$ cat config.mk
export PLATFORM = sky130hd
export DESIGN_NAME = rvga_mem_arbiter
export DESIGN_NICKNAME = d
export VERILOG_FILES = /design/src/rtl/rvga_mem_arbiter_pkg.sv /design/src/rtl/rvga_rr_arb2.sv /design/src/rtl/rvga_mem_arbiter.sv
export SDC_FILE = /design/constraint.sdc
export NUM_CORES = 1
export LEC_CHECK = 0
export CAP_MARGIN = 10
export CORE_MARGIN = 2
export CORE_UTILIZATION = 24
export DETAILED_ROUTE_END_ITERATION = 8
export HOLD_SLACK_MARGIN = 0.06
export PLACE_DENSITY = 0.56
export SYNTH_ARGS = -nofsm -noshare
export SYNTH_HDL_FRONTEND = slang
export SYNTH_SLANG_ARGS = --single-unit
$ cat constraint.sdc
create_clock -name clk_i -period 3.1 [get_ports clk_i]
set_input_delay 0.465 -clock clk_i [delete_from_list [all_inputs] [get_ports clk_i]]
set_output_delay 0.465 -clock clk_i [all_outputs]
set_load 0.005 [all_outputs]
$ cat src/rtl/rvga_mem_arbiter_pkg.sv
// Purpose: shared types for the fetch/data memory arbiter (word type, FSM states, grant id, request struct).
// Latency: n/a (types and a pure helper function only).
// Backpressure: n/a.
package rvga_mem_arbiter_pkg;

    typedef logic [31:0] rvga_word;

    // Fixed state codes so the encoding stays stable for anything decoding it externally.
    localparam logic [1:0] ARB_ST_IDLE  = 2'd0;
    localparam logic [1:0] ARB_ST_IBUSY = 2'd1;
    localparam logic [1:0] ARB_ST_DBUSY = 2'd2;
    localparam logic [1:0] ARB_ST_DRAIN = 2'd3;

    typedef enum logic [1:0] {
        IDLE  = ARB_ST_IDLE,
        IBUSY = ARB_ST_IBUSY,
        DBUSY = ARB_ST_DBUSY,
        DRAIN = ARB_ST_DRAIN
    } rvga_arb_state_e;

    typedef enum logic {
        GRANT_I = 1'b0,
        GRANT_D = 1'b1
    } rvga_arb_grant_e;

    // Registered memory-side request.
    typedef struct packed {
        logic     r_v;
        logic     w_v;
        rvga_word addr;
        rvga_word data;
    } rvga_mem_req_s;

    // Round-robin pick between two requesters: a lone requester wins outright,
    // on conflict the one that did not win last time wins.
    function automatic rvga_arb_grant_e rr_pick(input logic imem_req,
                                                input logic dmem_req,
                                                input rvga_arb_grant_e last);
        rvga_arb_grant_e pick;
        if (imem_req && dmem_req) begin
            pick = (last == GRANT_D) ? GRANT_I : GRANT_D;
        end else if (dmem_req) begin
            pick = GRANT_D;
        end else begin
            pick = GRANT_I;
        end
        return pick;
    endfunction

endpackage

$ cat src/rtl/rvga_rr_arb2.sv
// Purpose: two-input round-robin arbiter (fetch vs data) holding the last-grant flop.
// Latency: grant is combinational from the requests; last-grant updates on the clock edge when adv_i is high.
// Backpressure: none; the caller decides when a grant is taken by raising adv_i.
//
// Ports: clk_i/rst_i (sync active-high), imem_req_i/dmem_req_i requests,
//        adv_i commits the current grant, gnt_v_o any request present, gnt_o winner.
module rvga_rr_arb2
    import rvga_mem_arbiter_pkg::*;
#(
    parameter bit dmem_first_p = 1'b1
) (
    input  logic            clk_i,
    input  logic            rst_i,
    input  logic            imem_req_i,
    input  logic            dmem_req_i,
    input  logic            adv_i,
    output logic            gnt_v_o,
    output rvga_arb_grant_e gnt_o
);

    rvga_arb_grant_e last_q;
    rvga_arb_grant_e last_d;

    always_comb begin
        gnt_v_o = imem_req_i | dmem_req_i;
        gnt_o   = rr_pick(imem_req_i, dmem_req_i, last_q);
        last_d  = last_q;
        if (adv_i && gnt_v_o) begin
            last_d = gnt_o;
        end
    end

    // Resetting last-grant to the opposite of the preferred port makes the
    // preferred port win the first conflict.
    always_ff @(posedge clk_i) begin
        if (rst_i) begin
            last_q <= dmem_first_p ? GRANT_I : GRANT_D;
        end else begin
            last_q <= last_d;
        end
    end

endmodule

$ cat src/rtl/rvga_mem_arbiter.sv
// Purpose: shares one level-request/pulse-response memory port between the fetch and data ports, one transaction at a time.
// Latency: request in cycle N -> registered mem request in N+1 -> requester response combinationally with mem_resp_v_i (min 2 cycles).
// Backpressure: requesters hold their request until their response; a DRAIN bubble follows every transaction; the watchdog aborts stalled ones.
//
// Ports: clk_i/rst_i (sync active-high); imem_* fetch port; dmem_* data port;
//        mem_* registered memory request and its response inputs;
//        timeout_o / proto_err_o sticky status flags, cleared only by reset.
module rvga_mem_arbiter
    import rvga_mem_arbiter_pkg::*;
#(
    parameter int unsigned timeout_p    = 1024,
    parameter bit          dmem_first_p = 1'b1
) (
    input  logic     clk_i,
    input  logic     rst_i,
    input  logic     imem_v_i,
    input  rvga_word imem_addr_i,
    output rvga_word imem_data_o,
    output logic     imem_resp_v_o,
    input  logic     dmem_r_v_i,
    input  logic     dmem_w_v_i,
    input  rvga_word dmem_addr_i,
    input  rvga_word dmem_data_i,
    output rvga_word dmem_data_o,
    output logic     dmem_resp_v_o,
    output logic     mem_r_v_o,
    output logic     mem_w_v_o,
    output rvga_word mem_addr_o,
    output rvga_word mem_data_o,
    input  rvga_word mem_data_i,
    input  logic     mem_resp_v_i,
    output logic     timeout_o,
    output logic     proto_err_o
);

    localparam int CNT_W = (timeout_p > 0) ? $clog2(timeout_p + 1) : 1;
    localparam logic [CNT_W-1:0] WD_LAST = (timeout_p > 0) ? CNT_W'(timeout_p - 1) : '0;

    rvga_arb_state_e state_q, state_d;
    rvga_mem_req_s   req_q, req_d;
    logic [CNT_W-1:0] wd_cnt_q, wd_cnt_d;
    logic            timeout_q, timeout_d;
    logic            proto_err_q, proto_err_d;

    logic            dmem_req;
    logic            arb_adv;
    logic            gnt_v;
    rvga_arb_grant_e gnt;
    logic            busy;
    logic            resp_fire;
    logic            wd_expire;

    assign dmem_req = dmem_r_v_i | dmem_w_v_i;

    rvga_rr_arb2 #(
        .dmem_first_p(dmem_first_p)
    ) u_arb (
        .clk_i      (clk_i),
        .rst_i      (rst_i),
        .imem_req_i (imem_v_i),
        .dmem_req_i (dmem_req),
        .adv_i      (arb_adv),
        .gnt_v_o    (gnt_v),
        .gnt_o      (gnt)
    );

    assign busy      = (state_q == IBUSY) || (state_q == DBUSY);
    assign resp_fire = busy && mem_resp_v_i;
    // A response in the final watchdog cycle still completes the transaction.
    assign wd_expire = (timeout_p != 0) && (wd_cnt_q == WD_LAST);

    always_comb begin
        state_d     = state_q;
        req_d       = req_q;
        wd_cnt_d    = wd_cnt_q;
        timeout_d   = timeout_q;
        proto_err_d = proto_err_q;
        arb_adv     = 1'b0;

        case (state_q)
            IDLE: begin
                if (gnt_v) begin
                    arb_adv  = 1'b1;
                    wd_cnt_d = '0;
                    if (gnt == GRANT_D) begin
                        state_d    = DBUSY;
                        // Read+write together is illegal; the write wins.
                        req_d.w_v  = dmem_w_v_i;
                        req_d.r_v  = dmem_r_v_i & ~dmem_w_v_i;
                        req_d.addr = dmem_addr_i;
                        req_d.data = dmem_data_i;
                        if (dmem_r_v_i && dmem_w_v_i) begin
                            proto_err_d = 1'b1;
                        end
                    end else begin
                        state_d    = IBUSY;
                        req_d.r_v  = 1'b1;
                        req_d.w_v  = 1'b0;
                        req_d.addr = imem_addr_i;
                        req_d.data = '0;
                    end
                end
            end
            IBUSY, DBUSY: begin
                if (mem_resp_v_i) begin
                    req_d   = '0;
                    state_d = DRAIN;
                end else if (wd_expire) begin
                    // Abort silently; the requester is still holding its
                    // request and gets re-arbitrated after the bubble.
                    req_d     = '0;
                    timeout_d = 1'b1;
                    state_d   = DRAIN;
                end else begin
                    wd_cnt_d = wd_cnt_q + CNT_W'(1);
                end
            end
            DRAIN: begin
                state_d = IDLE;
            end
            default: begin
                state_d = IDLE;
            end
        endcase
    end

    always_ff @(posedge clk_i) begin
        if (rst_i) begin
            state_q     <= IDLE;
            req_q       <= '0;
            wd_cnt_q    <= '0;
            timeout_q   <= 1'b0;
            proto_err_q <= 1'b0;
        end else begin
            state_q     <= state_d;
            req_q       <= req_d;
            wd_cnt_q    <= wd_cnt_d;
            timeout_q   <= timeout_d;
            proto_err_q <= proto_err_d;
        end
    end

    assign mem_r_v_o   = req_q.r_v;
    assign mem_w_v_o   = req_q.w_v;
    assign mem_addr_o  = req_q.addr;
    assign mem_data_o  = req_q.data;
    assign timeout_o   = timeout_q;
    assign proto_err_o = proto_err_q;

    // Responses are combinational so a requester can complete in the same
    // cycle memory answers; data is forced to zero outside a response.
    assign imem_resp_v_o = resp_fire && (state_q == IBUSY);
    assign dmem_resp_v_o = resp_fire && (state_q == DBUSY);
    assign imem_data_o   = imem_resp_v_o ? mem_data_i : '0;
    assign dmem_data_o   = (dmem_resp_v_o && !req_q.w_v) ? mem_data_i : '0;

endmodule

==> impl_metrics.json <==
{
  "grt_pass1_wl_um": 19900,
  "clock_latency_ps": 340,
  "max_cap_viol_count": 0,
  "tritoncts": "done",
  "rsz0062_at_grt": "false",
  "drt_iter0_drc": 116,
  "post-route-drc-count": 0,
  "cts_buffers": 9,
  "synthSimpleGateAreaFrac": 0.178,
  "clock_skew_ps": 8.13,
  "cp_top_family": "buffers and inverters",
  "synth_area_mm2": 0.00372,
  "worst_pin_slew_ps": 968,
  "drive_gt1_frac": 0.0510,
  "die_w_um": 129,
  "grt.overflow.total": 0,
  "syn2layout_area_growth_pct": 85.8,
  "utilization": 0.455,
  "dp_hpwl_um": 10000,
  "pwr-share-clk": 0.233,
  "clk_path_buf_depth": 2,
  "path_max_fanout": 32,
  "post-place-ws_ps": 424,
  "port_buffers": 267,
  "critPathBufInv": 3,
  "die-area_mm2": 0.0165,
  "combinationalPowerShare": 0.434,
  "fin_crit_ps": 2780,
  "hold_class": "flop to flop",
  "multi_input_area_mm2": 0.00195,
  "outcome": "finished clean",
  "grt_max_degree": 67,
  "synth_cells": 369,
  "switching_share": 0.318,
  "clkSinkCount": 82,
  "yosysUniqueCellTypes": 42,
  "finalWorstSetupSlack_ps": 320,
  "power.density_mw_per_mm2": 671,
  "synth-edff-count": 0,
  "firstDrtPassIters": 4,
  "syn_nets": 507,
  "synth.top_cells.by_area": "dfxtp_1 (44%), mux2i_1 (8.9%), a22o_1 (7.8%)",
  "rows": 45,
  "clock.fmax_ghz": 0.360,
  "grtUsageTotal": 0.151,
  "synth_commonest_cells": "dfxtp_1 (82), and3_1 (36)",
  "synth_top_family_by_area": "compound AO/OA/AOI/OAI gates",
  "tns_ps": 0,
  "cts_htree_levels": 3,
  "ys_warn_count": 0,
  "max-slew-margin-rel": 0.350,
  "cts_setup_buffers": 0,
  "worstPathRequired_ps": 2630,
  "yosys-mux-area-fraction": 0.0888,
  "start_kind": "flop",
  "setup_violations": 0,
  "final.period_utilization": 0.897,
  "grt_pass1_vias": 3868,
  "totalWireLength_um": 13200,
  "seq_area_frac_synth": 0.441,
  "vias_per_cell": 4.83,
  "leakage_uw": 0.00273,
  "avgSynthCellArea_um2": 10.1,
  "path_class": "flop to output pin",
  "p_int_uw": 3160,
  "synth_seq_cells": 82,
  "start_util": 0.245,
  "fillCellCount": 1435,
  "routedWlPerCell_um": 16.1,
  "antenna_left": 0,
  "hold_buffers": 0,
  "async_flop_share": 0,
  "yosysMostFrequentCell": "dfxtp_1",
  "ios": 268,
  "dp.cells": 800,
  "clk_pin_slew_ps": 60,
  "cts-root-buf": "clkbuf_16",
  "fin_nets": 761,
  "slew_violations": 0,
  "vias": 3943,
  "hold_slack_ps": 447,
  "path_cells": "inv_1 > ha_1 > and3_1 > nor2b_1 > buf_4 > and2_1 > clkdlybuf4s50_1",
  "critPathCaptureType": "output pin",
  "cts_resized": 0,
  "worstPathArrival_ps": 2310,
  "final_cells": 817,
  "slowest_stage": "clkdlybuf4s50_1",
  "gp_congestion": 0.800,
  "p_switching_uw": 1480,
  "synth.top_cell.area_share": 0.441,
  "synth-compound-area-share": 0.234,
  "hold_viol_final": 0,
  "seqCellArea_mm2": 0.00164,
  "antenna_found_initial": 2,
  "synth_top_area_cell": "dfxtp_1",
  "synth_ff_type": "dfxtp_1",
  "synth_fa_ha_area_frac": 0.0134,
  "core-area_mm2": 0.0152,
  "synth-xor-area-share": 0,
  "die_h_um": 129,
  "slowest_delay_ps": 510,
  "peakVddDrop_v": 0.000273,
  "seq_power_share": 0.333
}
==> power by group through the flow <==
stage / registers, µW / logic [µW] / clock network, µW
after global routing: 1590 / 2180 / 1160
after detailed placement: 1560 / 2040 / 0
final: 1540 / 2010 / 1080
after floorplan: 1570 / 829 / 0
after CTS: 1550 / 2050 / 1110
after global placement: 1560 / 2030 / 0
==> cell type report <==
type	count	area share
flip-flops and latches	82	0.237
inverters	6	0.00326
well taps	188	0.0340
repair buffers	276	0.398
diodes	1	0.000362
clock buffers	10	0.0346
multi-input cells	248	0.283
clock inverters	6	0.00959
==> metrics by stage <==
step / area (µm²) / power (µW)
2_1_floorplan: 3720 / 2400
3_3_place_gp: 6610 / 3590
3_5_place_dp: 6610 / 3600
4_1_cts: 6910 / 4710
5_1_grt: 6910 / 4930
6_report: 6910 / 4640
==> layer usage <==
metal / global-route usage / vias up / wire, µm
met1: 0.156 / 1813 / 4960
met3: 0.0570 / 19 / 1380
met2: 0.279 / 200 / 6570
met4: 0.0556 / 0 / 280
met5: 0 / - / 0
li1: - / 1911 / -
==> tightest hold or removal path, stage by stage, from the launching register on <==
cell and delay, ps:
dfxtp_1 310, inv_1 50, a21oi_1 50
==> worst paths after layout <==
path | slack (ps) | end | from | cells past startpoint
max | 320 | dmem_data_o[26] | state_q[1]$_SDFFE_PP0P_ | 7
min | 450 | timeout_o$_SDFFE_PP0P_ | timeout_o$_SDFFE_PP0P_ | 2
max reg2reg | 620 | wd_cnt_q[9]$_SDFFE_PP0P_ | state_q[1]$_SDFFE_PP0P_ | 7
min reg2reg | 450 | timeout_o$_SDFFE_PP0P_ | timeout_o$_SDFFE_PP0P_ | 2
==> layout by cell type (no fill, tap or decap), types with 5 or more instances in the layout <==
cell type,count
and2_1,33
nor2_1,6
o2bb2ai_1,33
clkdlybuf4s50_1,267
buf_4,8
and3_1,36
clkbuf_16,9
a22o_1,33
nand3_1,5
inv_1,6
dfxtp_1,82
a21oi_1,6
mux2i_1,33
a31oi_1,9
a311oi_1,6
==> state kept, by name (all words and copies together), names as in the netlist <==
register	cells
mem_addr_o	32
mem_data_o	32
wd_cnt_q	11
state_q	2
mem_r_v_o	1
mem_w_v_o	1
proto_err_o	1
timeout_o	1
u_arb.last_q	1
==> kinds of logic (layout without fill, tap and decap cells) <==
logic type               after synthesis  in the layout
flip-flops                            82             82
buffers and inverters                 39            298
adder cells (fa/ha/maj)                4              4
other                                  0              1
AO/OA/AOI/OAI                        106            106
multiplexers                          33             33
AND/OR/NAND/NOR                      105            105
No activity file was read; power rests on OpenSTA's default activity.
